`src/rtl/pc_pkg.sv`:
```
// Shared types and default vectors for the fetch-address generator.
package pc_pkg;
  typedef enum logic [1:0] {BOOT = 2'd0, RUN = 2'd1, HALTED = 2'd2} pc_state_e;
  typedef enum logic [2:0] {SEL_EXC, SEL_ERET, SEL_REDIR, SEL_HOLD, SEL_RAS, SEL_SEQ} next_sel_e;
  localparam logic [31:0] DEF_RESET_VEC = 32'h0000_3000;
  localparam logic [31:0] DEF_EXC_VEC   = 32'h0000_4180;
endpackage

```
`src/rtl/pc_ras.sv`:
```
// Circular return-address stack; pushing when full overwrites the oldest entry.
module pc_ras #(
  parameter int RAS_DEPTH = 4,
  parameter int ADDR_W    = 32
) (
  input  logic              clk,
  input  logic              reset,
  input  logic              push,
  input  logic              pop,
  input  logic [ADDR_W-1:0] push_data,
  output logic [ADDR_W-1:0] top,
  output logic              empty,
  output logic              full
);
  localparam int PW = $clog2(RAS_DEPTH);
  localparam int CW = $clog2(RAS_DEPTH + 1);

  logic [RAS_DEPTH-1:0][ADDR_W-1:0] mem_q, mem_d;
  logic [PW-1:0] ptr_q, ptr_d, top_idx;
  logic [CW-1:0] cnt_q, cnt_d;
  logic          do_pop;

  assign top_idx = ptr_q - PW'(1);
  assign top     = mem_q[top_idx];
  assign empty   = (cnt_q == '0);
  assign full    = (cnt_q == CW'(RAS_DEPTH));
  assign do_pop  = pop & ~empty;

  always_comb begin
    mem_d = mem_q;
    ptr_d = ptr_q;
    cnt_d = cnt_q;
    // pop-then-push collapses to rewriting the top slot in place
    if (do_pop && push) begin
      mem_d[top_idx] = push_data;
    end else if (do_pop) begin
      ptr_d = top_idx;
      cnt_d = cnt_q - CW'(1);
    end else if (push) begin
      mem_d[ptr_q] = push_data;
      ptr_d        = ptr_q + PW'(1);
      if (!full) cnt_d = cnt_q + CW'(1);
    end
  end

  always_ff @(negedge clk or negedge reset) begin
    if (!reset) begin
      mem_q <= '0;
      ptr_q <= '0;
      cnt_q <= '0;
    end else begin
      mem_q <= mem_d;
      ptr_q <= ptr_d;
      cnt_q <= cnt_d;
    end
  end
endmodule

```
`src/rtl/pc_unit.sv`:
```
// Fetch-address generator: next-PC select, boot/run/halt control and RAS prediction.
module pc_unit
  import pc_pkg::*;
#(
  parameter int                ADDR_W     = 32,
  parameter logic [ADDR_W-1:0] RESET_VEC  = ADDR_W'(DEF_RESET_VEC),
  parameter logic [ADDR_W-1:0] EXC_VEC    = ADDR_W'(DEF_EXC_VEC),
  parameter int                INST_BYTES = 4,
  parameter int                RAS_DEPTH  = 4
) (
  input  logic              clk,
  input  logic              reset,
  input  logic              hold,
  input  logic              redirect_valid,
  input  logic [ADDR_W-1:0] redirect_target,
  input  logic              exc_valid,
  input  logic              eret_valid,
  input  logic [ADDR_W-1:0] epc,
  input  logic              call_push,
  input  logic              ret_pop,
  input  logic              halt_req,
  input  logic              resume,
  output logic [ADDR_W-1:0] pc,
  output logic [ADDR_W-1:0] pc_plus,
  output logic              pc_valid,
  output logic              ras_hit,
  output logic              misalign,
  output logic [1:0]        state_o
);
  localparam logic [ADDR_W-1:0] LOW_MASK = ADDR_W'(INST_BYTES - 1);
  localparam logic [ADDR_W-1:0] RST_PC   = RESET_VEC & ~LOW_MASK;
  localparam logic [ADDR_W-1:0] EXC_PC   = EXC_VEC & ~LOW_MASK;

  pc_state_e         state_q, state_d;
  logic [ADDR_W-1:0] pc_q, pc_d;
  logic              ras_hit_q, ras_hit_d;
  logic              misalign_q, misalign_d;
  next_sel_e         sel;
  logic              flush, advance, ras_push, ras_pop;
  logic [ADDR_W-1:0] ras_top;
  logic              ras_empty, ras_full;

  assign pc_plus = pc_q + ADDR_W'(INST_BYTES);

  always_comb begin
    sel = SEL_SEQ;
    if (exc_valid)                  sel = SEL_EXC;
    else if (eret_valid)            sel = SEL_ERET;
    else if (redirect_valid)        sel = SEL_REDIR;
    else if (hold)                  sel = SEL_HOLD;
    else if (ret_pop && !ras_empty) sel = SEL_RAS;
  end

  // halt_req in RUN beats hold/RAS/sequential, so the stack is left untouched on that edge
  assign flush    = (sel == SEL_EXC) || (sel == SEL_ERET) || (sel == SEL_REDIR);
  assign advance  = (state_q == RUN) && !halt_req && ((sel == SEL_RAS) || (sel == SEL_SEQ));
  assign ras_push = advance & call_push;
  assign ras_pop  = advance & ret_pop;

  always_comb begin
    state_d    = state_q;
    pc_d       = pc_q;
    ras_hit_d  = 1'b0;
    misalign_d = 1'b0;
    unique case (state_q)
      BOOT: state_d = RUN;
      RUN: begin
        if (!flush && halt_req) begin
          state_d = HALTED;
        end else begin
          unique case (sel)
            SEL_EXC:   pc_d = EXC_PC;
            SEL_ERET: begin
              pc_d       = epc & ~LOW_MASK;
              misalign_d = |(epc & LOW_MASK);
            end
            SEL_REDIR: begin
              pc_d       = redirect_target & ~LOW_MASK;
              misalign_d = |(redirect_target & LOW_MASK);
            end
            SEL_HOLD:  pc_d = pc_q;
            SEL_RAS: begin
              pc_d      = ras_top & ~LOW_MASK;
              ras_hit_d = 1'b1;
            end
            default:   pc_d = pc_plus;
          endcase
        end
      end
      HALTED: begin
        if (exc_valid) begin
          pc_d    = EXC_PC;
          state_d = RUN;
        end else if (resume) begin
          state_d = RUN;
        end
      end
      default: state_d = BOOT;
    endcase
  end

  always_ff @(negedge clk or negedge reset) begin
    if (!reset) begin
      state_q    <= BOOT;
      pc_q       <= RST_PC;
      ras_hit_q  <= 1'b0;
      misalign_q <= 1'b0;
    end else begin
      state_q    <= state_d;
      pc_q       <= pc_d;
      ras_hit_q  <= ras_hit_d;
      misalign_q <= misalign_d;
    end
  end

  pc_ras #(.RAS_DEPTH(RAS_DEPTH), .ADDR_W(ADDR_W)) u_ras (
    .clk       (clk),
    .reset     (reset),
    .push      (ras_push),
    .pop       (ras_pop),
    .push_data (pc_plus),
    .top       (ras_top),
    .empty     (ras_empty),
    .full      (ras_full)
  );

  assign pc       = pc_q;
  assign pc_valid = (state_q == RUN);
  assign ras_hit  = ras_hit_q;
  assign misalign = misalign_q;
  assign state_o  = state_q;
endmodule

```
`config.mk`:
```
export PLATFORM = sky130hd
export DESIGN_NAME = pc_unit
export DESIGN_NICKNAME = d
export VERILOG_FILES = /design/src/rtl/pc_pkg.sv /design/src/rtl/pc_ras.sv /design/src/rtl/pc_unit.sv
export SDC_FILE = /design/constraint.sdc
export NUM_CORES = 1
export LEC_CHECK = 0
export ABC_AREA = 1
export CORE_AREA = 2 2 127 129
export DETAILED_ROUTE_END_ITERATION = 16
export DIE_AREA = 0 0 129 131
export HOLD_SLACK_MARGIN = 0.06
export PLACE_DENSITY = 0.84
export SKIP_CTS_REPAIR_TIMING = 1
export SKIP_LAST_GASP = 1
export SLEW_MARGIN = 20
export SYNTH_ARGS = -nofsm -noshare
export SYNTH_HDL_FRONTEND = slang
export SYNTH_SLANG_ARGS = --single-unit
```
`constraint.sdc`:
```
create_clock -name clk -period 6.9 [get_ports clk]
set_clock_uncertainty 0.15 [all_clocks]
set_input_delay 1.035 -clock clk [delete_from_list [all_inputs] [get_ports clk]]
set_output_delay 1.035 -clock clk [all_outputs]
set_load 0.02 [all_outputs]
```
==> results.cfg <==
[floorplanning]
boundaryPins = 143
floorplan.rows = 46
core_um2 = 15600
initial_core_util = 0.565
die_x_um = 129
die_h_um = 131
die_area_um2 = 16900

[power_and_ir_drop]
vdd_ir_drop_max_v = 0.000295
power_density_nw_per_um2 = 386
p_leak_nw = 5.76
fin_total_pwr_mw = 4.48

[placement]
place.gp.congestion = 0.934
io_buffer_count = 138
pre_cts_slack_ns = -0.166
place_hpwl_um = 19700

[global_routing]
grt-ovfl-total = 0
first_global_vias = 9138
grt_pass1_wl_um = 47400
antenna_found_initial = 0
grt_max_degree = 76
grt_usage = 0.365

[yosys]
synth.avg_cell_area_um2 = 7.04
synth_mux_area_frac = 0.00511
netlist_instances = 1251
syn-cell-area_um2 = 8810
synth_simple_gate_area_frac = 0.319
synth-seq-area-share = 0.452
yosys_warnings = 0
yosys.cell_types.count = 34
synth_top_family_by_area = simple AND/OR/NAND/NOR gates
synthAdderAreaFrac = 0.0151
synth_edf_count = 0
async_flop_share = 1.00
synth_xor_area_frac = 0.00895
synth_compound_area_frac = 0.124
synth-main-ff-cell = dfrtn_1
synth_seq_cells = 159

[route]
wl_met2_um = 13800
drtPass1Iterations = 7
drtAntennaViolNets = 0
viasPerCell = 5.81
first_iter_violations = 1407
drt-met1-wl_um = 11400
vias = 9635
drc_errors = 0
routedWlPerCell_um = 18.2
routed.top_layer = met4
routed_wl_um = 30200
dr_wl_met3_um = 3480

[final_layout]
fin_util = 0.745
area_growth_syn_to_layout_pct = 31.9
layout.nets = 1512
drive_gt1_frac = 0.108
antenna_cells = 0

[outcome]
violations = negative setup slack
status = finished with violations

[critical_path]
max_stage_delay_ns = 0.68
worstPathCellList = buf_4, buf_4, nand2_2, xor2_2, clkdlybuf4s50_1
r2r_slack_ns = 2.98
cp_slowest_cell = clkdlybuf4s50_1
start_kind = register
worst_setup_path_end_kind = output port
crit_fanout = 7
cp_common_cell = buf_4
arrival_ns = 5.81
cp.required_ns = 5.71
critical_path_class = reg2out

[clocking]
cts_root_buf = clkbuf_16
clkSlewWorstSetupHoldPaths_ns = 0.05
numCtsBuffers = 17
cts_tree = done
cts.sinks = 159
clk_path_buf_depth = 2
clock_latency_ns = 0.46
cts_max_level = 4

[timing]
drv_slew = 0
setup-violations-final = 1
tightest_slew_ns = 1.16
worst_hold_slack_ns = 0.282
maxSlewHeadroom = 0.229
fin_setup_tns_ns = -0.0913
rsz0062_at_grt = true
setup_ws_ns = -0.0913
hold_viol_final = 0

[job]
drv_cap = 0

[worst_hold_path]
hold_class = reg2reg
[path summary, 6_finish.rpt]
kind | to | cells after the start | start
max in group asynchronous | u_ras.mem_q[29] | 2 | reset
min in group asynchronous | u_ras.cnt_q[2] | 1 | reset
worst min register to register | u_ras.mem_q[44] | 2 | u_ras.mem_q[44]
worst min-delay path | u_ras.mem_q[44] | 2 | u_ras.mem_q[44]
worst max-delay path | pc_plus[7] | 5 | pc[2]
worst max register to register | pc[20] | 12 | u_ras.ptr_q[0]
[metrics by stage]
stage,instance area [um2],cells
floorplan,8820,1254
finish,11600,1657
detailed placement,10900,1618
CTS,11500,1651
global placement,10900,1618
global route,11600,1657
[cell usage after synthesis, types with 2 or more instances]
| cell type | count | area [um2] |
|---|---|---|
| nand2_1 | 483 | 1810 |
| dfrtn_1 | 157 | 3930 |
| o21ai_0 | 157 | 786 |
| nor2_1 | 97 | 364 |
| inv_1 | 95 | 357 |
| nand3_1 | 82 | 410 |
| clkbuf_1 | 47 | 176 |
| nand4_1 | 24 | 150 |
| a21oi_1 | 19 | 95.1 |
| o211ai_1 | 12 | 90.1 |
| buf_2 | 11 | 55.1 |
| ha_1 | 9 | 113 |
| xor2_1 | 8 | 70.1 |
| buf_4 | 6 | 45.0 |
| o21bai_1 | 6 | 45.0 |
| o21ai_1 | 5 | 25.0 |
| o22ai_1 | 5 | 31.3 |
| inv_2 | 4 | 15.0 |
| mux2_2 | 4 | 45.0 |
| nand2_2 | 3 | 18.8 |
| a21boi_0 | 2 | 15.0 |
| buf_1 | 2 | 7.51 |
| dfstp_2 | 2 | 52.6 |
[critical path: cells and delay by family, from the launching register on]
kind | cells | cell delay (ns)
xor+xnor | 1 | 0.32
buf+inv | 3 | 0.99
flops | 1 | 0.52
simple gates | 1 | 0.12
[layout make-up]
cell class / instances / area [um2]
Clock inverter: 13 / 100
Multi-Input combinational cell: 929 / 4260
Tap cell: 216 / 270
Sequential cell: 159 / 3980
Timing Repair Buffer: 220 / 2130
Clock buffer: 21 / 504
Fill cell: 1166 / 3980
Inverter: 99 / 372
[layout by cell type (no fill, tap or decap), types with 5 or more instances in the layout]
| cell | synthesis | routed |
|---|---|---|
| nand3_1 | 82 | 82 |
| dfrtn_1 | 157 | 157 |
| dlymetal6s2s_1 | 0 | 20 |
| clkbuf_2 | 0 | 6 |
| o21ai_1 | 5 | 6 |
| ha_1 | 9 | 9 |
| inv_1 | 95 | 95 |
| nor2_2 | 0 | 10 |
| nand2_2 | 3 | 9 |
| buf_12 | 0 | 9 |
| o21ai_0 | 157 | 156 |
| nor2_1 | 97 | 86 |
| o21bai_1 | 6 | 6 |
| o211ai_1 | 12 | 12 |
| xor2_1 | 8 | 5 |
| clkdlybuf4s50_1 | 0 | 111 |
| inv_2 | 4 | 5 |
| nand2_1 | 483 | 476 |
| nand4_1 | 24 | 24 |
| a21oi_1 | 19 | 19 |
| clkinv_1 | 1 | 6 |
| buf_4 | 6 | 73 |
| clkbuf_16 | 0 | 20 |
| o22ai_1 | 5 | 5 |
[metal layers]
layer  track usage  vias up
met5             0        -
li1              -     4337
met3        0.0949      135
met4         0.178        0
met1         0.474     4473
met2         0.574      690
[report_power, final]
part	internal (mW)	switching (mW)	leakage, nW
clock	0.560	0.396	0.301
sequential	1.16	0.220	2.14
combinational	0.786	1.36	3.31
[sequential cells by signal (all words and copies together) (netlist names)]
name,cells
misalign,1
pc,30
ras_hit,1
state_o,2
u_ras.cnt_q,3
u_ras.mem_q,120
u_ras.ptr_q,2
[cells by family (layout without fill, tap and decap cells)]
logic type               Yosys count  count (layout)
AND/OR/NAND/NOR                  695             695
multiplexers                       4               4
AO/OA/AOI/OAI                    207             207
adder cells (fa/ha/maj)           10              10
buffers and inverters            166             353
other                              1               4
flip-flops                       159             159
XOR/XNOR                           9               9
Note: power is estimated with default switching activity, not from simulation.
